## src/rtl/hazard_stall_unit.sv

```systemverilog
// ---------------------------------------------------------------------------
// hazard_stall_unit
//
// Pipeline control block living in ID next to the decoder. It drives the
// write-enable and synchronous-flush pins of the PC, IF/ID, ID/EX and EX/MEM
// stage-register banks. It covers three cases:
//   - load-use hazards: hold PC and IF/ID and insert one bubble into ID/EX
//   - taken branches:   kill the two younger instructions (IF/ID, ID/EX)
//   - multi-cycle EX ops: hold the op in EX for MUL_CYCLES cycles in total,
//     while bubbles are fed into EX/MEM
//
// Ports
//   Clk, Reset         clock (rising edge); asynchronous active-low reset
//   ID_Rs, ID_Rt       source registers of the instruction in ID
//   ID_UsesRt          ID instruction actually reads Rt
//   ID_MultiCycle      ID instruction is a multi-cycle EX op
//   EX_MemRead, EX_Rd  EX instruction is a load, and its destination register
//   EX_BranchTaken     branch in EX resolved taken this cycle
//   PC_Write, IFID_Write, IDEX_Write       stage write enables
//   IFID_Flush, IDEX_Flush, EXMEM_Flush    stage synchronous clears
//   Busy               a multi-cycle op is being held in EX
//   StallCount         MC_BUSY cycles still remaining (0 in RUN)
// ---------------------------------------------------------------------------
module hazard_stall_unit #(
  parameter int REG_ADDR_W = 5,
  parameter int MUL_CYCLES = 4,
  parameter int CNT_W      = 4
) (
  input  logic                  Clk,
  input  logic                  Reset,
  input  logic [REG_ADDR_W-1:0] ID_Rs,
  input  logic [REG_ADDR_W-1:0] ID_Rt,
  input  logic                  ID_UsesRt,
  input  logic                  ID_MultiCycle,
  input  logic                  EX_MemRead,
  input  logic [REG_ADDR_W-1:0] EX_Rd,
  input  logic                  EX_BranchTaken,
  output logic                  PC_Write,
  output logic                  IFID_Write,
  output logic                  IDEX_Write,
  output logic                  IFID_Flush,
  output logic                  IDEX_Flush,
  output logic                  EXMEM_Flush,
  output logic                  Busy,
  output logic [CNT_W-1:0]      StallCount
);

  typedef enum logic {
    RUN     = 1'b0,
    MC_BUSY = 1'b1
  } state_t;

  // With a single-cycle "multi-cycle" op there is nothing to hold, so the
  // flag is ignored entirely.
  localparam bit              MC_ENABLE = (MUL_CYCLES >= 2);
  localparam logic [CNT_W-1:0] MC_LOAD  = CNT_W'(MUL_CYCLES - 1);

  state_t           state_reg, state_next;
  logic [CNT_W-1:0] count_reg, count_next;
  logic             load_use;

  // Register 0 is hard-wired zero, so a load targeting it never creates a
  // real dependence. Rt only matters when the ID instruction reads it.
  assign load_use = EX_MemRead && (EX_Rd != '0) &&
                    ((EX_Rd == ID_Rs) || (ID_UsesRt && (EX_Rd == ID_Rt)));

  always_ff @(posedge Clk or negedge Reset) begin
    if (!Reset) begin
      state_reg <= RUN;
      count_reg <= '0;
    end else begin
      state_reg <= state_next;
      count_reg <= count_next;
    end
  end

  // Next-state and counter.
  always_comb begin
    state_next = state_reg;
    count_next = count_reg;
    case (state_reg)
      RUN: begin
        count_next = '0;
        // Branch and load-use both outrank the multi-cycle issue: the op in
        // ID is either killed or held back, so it must not start.
        if (MC_ENABLE && ID_MultiCycle && !EX_BranchTaken && !load_use) begin
          state_next = MC_BUSY;
          count_next = MC_LOAD;
        end
      end
      MC_BUSY: begin
        // Count <= 1 rather than == 1 so a corrupted zero count cannot wedge
        // the FSM in MC_BUSY.
        if (count_reg <= CNT_W'(1)) begin
          state_next = RUN;
          count_next = '0;
        end else begin
          count_next = count_reg - CNT_W'(1);
        end
      end
      default: begin
        state_next = RUN;
        count_next = '0;
      end
    endcase
  end

  // Outputs: combinational from state, count and inputs, so hazard response
  // lands in the same cycle the hazard is presented.
  always_comb begin
    PC_Write    = 1'b1;
    IFID_Write  = 1'b1;
    IDEX_Write  = 1'b1;
    IFID_Flush  = 1'b0;
    IDEX_Flush  = 1'b0;
    EXMEM_Flush = 1'b0;
    Busy        = 1'b0;
    StallCount  = '0;

    if (!Reset) begin
      // Hold every stage and clear it while reset is low, regardless of
      // what the state register contains.
      PC_Write    = 1'b0;
      IFID_Write  = 1'b0;
      IDEX_Write  = 1'b0;
      IFID_Flush  = 1'b1;
      IDEX_Flush  = 1'b1;
      EXMEM_Flush = 1'b1;
    end else if (state_reg == MC_BUSY) begin
      // The op stays in EX and everything upstream freezes. Bubbles go into
      // EX/MEM until the result is ready. Hazard inputs are ignored here.
      PC_Write    = 1'b0;
      IFID_Write  = 1'b0;
      IDEX_Write  = 1'b0;
      EXMEM_Flush = 1'b1;
      Busy        = 1'b1;
      StallCount  = count_reg;
    end else if (EX_BranchTaken) begin
      IFID_Flush = 1'b1;
      IDEX_Flush = 1'b1;
    end else if (load_use) begin
      PC_Write   = 1'b0;
      IFID_Write = 1'b0;
      IDEX_Flush = 1'b1;
    end
  end

endmodule

```

## config.mk

```make
export PLATFORM = sky130hd
export DESIGN_NAME = hazard_stall_unit
export DESIGN_NICKNAME = d
export VERILOG_FILES = /design/src/rtl/hazard_stall_unit.sv
export SDC_FILE = /design/constraint.sdc
export NUM_CORES = 1
export LEC_CHECK = 0
export ABC_AREA = 0
export CAP_MARGIN = 20
export CORE_AREA = 2 2 39 41
export CTS_CLUSTER_SIZE = 25
export DETAILED_ROUTE_END_ITERATION = 16
export DIE_AREA = 0 0 41 43
export PLACE_DENSITY = 0.79
export SLEW_MARGIN = 20
export SYNTH_ARGS = -nofsm -noshare
export SYNTH_HDL_FRONTEND = slang
export SYNTH_SLANG_ARGS = --single-unit
```

## constraint.sdc

```tcl
create_clock -name Clk -period 3.7 [get_ports Clk]
set_input_delay 0.555 -clock Clk [delete_from_list [all_inputs] [get_ports Clk]]
set_output_delay 0.555 -clock Clk [all_outputs]
set_load 0.02 [all_outputs]
```

==> results.ini <==
[floorplanning]
fp.dieArea_sq_um=1760
fp.dieH_microns=43
rows=14
die_w_microns=41
ios=32
start_util_pct=32.5
core_area_sq_um=1380

[placed_design]
port_buffers=31
dpl.hpwl_microns=937
globalplace.congestion=0.681

[grt]
grt_usage_pct=16.2
grt_pass1_vias=476
grt_max_degree=14
grt_pass1_wl_microns=1900
grt-ovfl-total=0
antenna_found_initial=0

[logic_synthesis]
synth.distinct_cells=24
synthTopCellsByArea=dfrtp_1 28%, xnor2_1 12%, xor2_1 12%
synthDominantCellAreaShare_pct=27.9
yosysTopAreaCell=dfrtp_1
synth-seq-area-share_pct=27.9
synth_cells=50
synth_nets=73
yosysWarnings=0
avgSynthCellArea_sq_um=8.98
syn-cell-area_sq_um=449
ys_ff_latch=5

[final_layout]
final_nets=108
layout_commonest_cell=clkdlybuf4s50_1
final_cell_mix=31 x clkdlybuf4s50_1, 6 x xnor2_1, 6 x xor2_1
area_growth_syn_to_layout_pct=77.7
largest_reg_flops=4
num_antenna_cells=0
drive_gt1_share_pct=4.76

[timing]
setup_violations=0
finalHoldViolCount=0
layout_worst_path_cycle_share_pct=86.3
rsz0062_at_grt=no
hold_slack_ns=0.578
relSlewSlack_pct=57.4
slew_viol_final=0
fmax_ghz=0.313
finClkSkew_ns=0.00516
finalSetupTns_ns=0
fin_crit_ns=3.19
tightestPinTransition_ns=0.634

[pwr]
peakVddDrop_mv=0.174
power_density_nw_per_um2=518
leakage_uw=0.000326

[clocking]
hold_buffers=0
clkTransAtPathRegs_ns=0.05
cts_inserted_buffers=3
cts_tree=done
ctsResizeCount=0
insertion_delay_ns=0.25
cts_setup_buffers=0
cts_root_buf=clkbuf_4
h-tree-depth=1
clkSinkCount=5
cts_max_path_buffers=2

[route]
drc_errors=0
viasPerCell=4.92
wl_microns=1110
met1_length_microns=410
wl_per_cell_microns=11.1
vias=492
top_layer_used=met4
wl_met3_microns=73
drt-initial-drc-count=2
wl_met2_microns=602
first_pass_iters=5
ant_nets=0

[critical_path]
cp-end-kind=primary output
start_kind=input port
crit_type=in2out
worst-path-max-fanout=3
arrival_ns=2.64
cp_data_required_time_ns=3.14

[min_path]
hold_class=reg2reg

[status]
run_status=finished clean

[job]
drv_cap=0

final cells by class:
type | instances | area, sq um
Timing Repair Buffer | 31 | 310
Fill cell | 140 | 586
Multi-Input combinational cell | 41 | 305
Sequential cell | 5 | 125
Clock buffer | 4 | 26.3
Tap cell | 16 | 20.0
Inverter | 3 | 11.3
through the flow:
stage	utilization, %	cells	cell area (sq um)	total power [uW]	setup slack (ns)
final	57.7	100	798	413	0.506
after detailed placement	55.8	96	772	347	0.501
after CTS	57.7	100	798	417	0.501
after floorplan	-	50	449	250	1.39
after global routing	57.7	100	798	443	0.376
after global placement	55.8	96	772	336	0.519
report_power, final:
part / internal, uW / switching (uW)
clock network: 41.0 / 26.0
logic: 122 / 110
registers: 81.5 / 33.2
total: 244 / 169
cells by family (layout without fill, tap and decap cells):
kind of cell	Yosys count	after routing	synth area share, %
buf+inv	4	38	4.18
xor+xnor	12	12	23.4
fa+ha+maj	2	2	5.57
compound gates	8	8	13.6
simple gates	19	19	25.3
flops	5	5	27.9
worst max-delay path, stage by stage:
cell	delay [ns]
clkdlybuf4s50_1	0.47
xor2_1	0.19
nor4_2	0.32
a31oi_1	0.15
o311ai_1	0.29
clkdlybuf4s50_1	0.65
worst paths after layout:
kind                       depth (start not counted)  slack, ns                   start                     end
setup / recovery                                   6       0.51                EX_Rd[3]              IDEX_Flush
hold / removal                                     1       0.58  count_reg[0]$_DFF_PN0_  count_reg[0]$_DFF_PN0_
setup reg to reg                                   5       2.15  count_reg[0]$_DFF_PN0_     state_reg$_DFF_PN0_
hold reg to reg                                    1       0.58  count_reg[0]$_DFF_PN0_  count_reg[0]$_DFF_PN0_
max in group asynchronous                          1       2.83                   Reset     state_reg$_DFF_PN0_
min in group asynchronous                          1       0.59                   Reset  count_reg[1]$_DFF_PN0_
Yosys cell counts:
cell and number:
nor3_1 2, and3_1 4, or3b_1 1, ha_1 2, nand3_1 2, inv_1 3, o21ai_1 1, nand2b_1 2
nand2_1 1, nor4_2 1, o31a_1 1, buf_4 1, o311ai_1 1, o211ai_1 2, a31oi_1 1, nor2b_1 1
or4_1 1, xor2_1 6, nor2_1 3, o31ai_1 1, dfrtp_1 5, a311o_1 1, and2_1 1, xnor2_1 6
layer usage:
metal	vias up	track usage [%]
met4	0	14.0
met5	-	0
met3	2	2.09
met1	216	17.6
met2	28	25.6
li1	246	-
(Power assumes the default switching activity.)
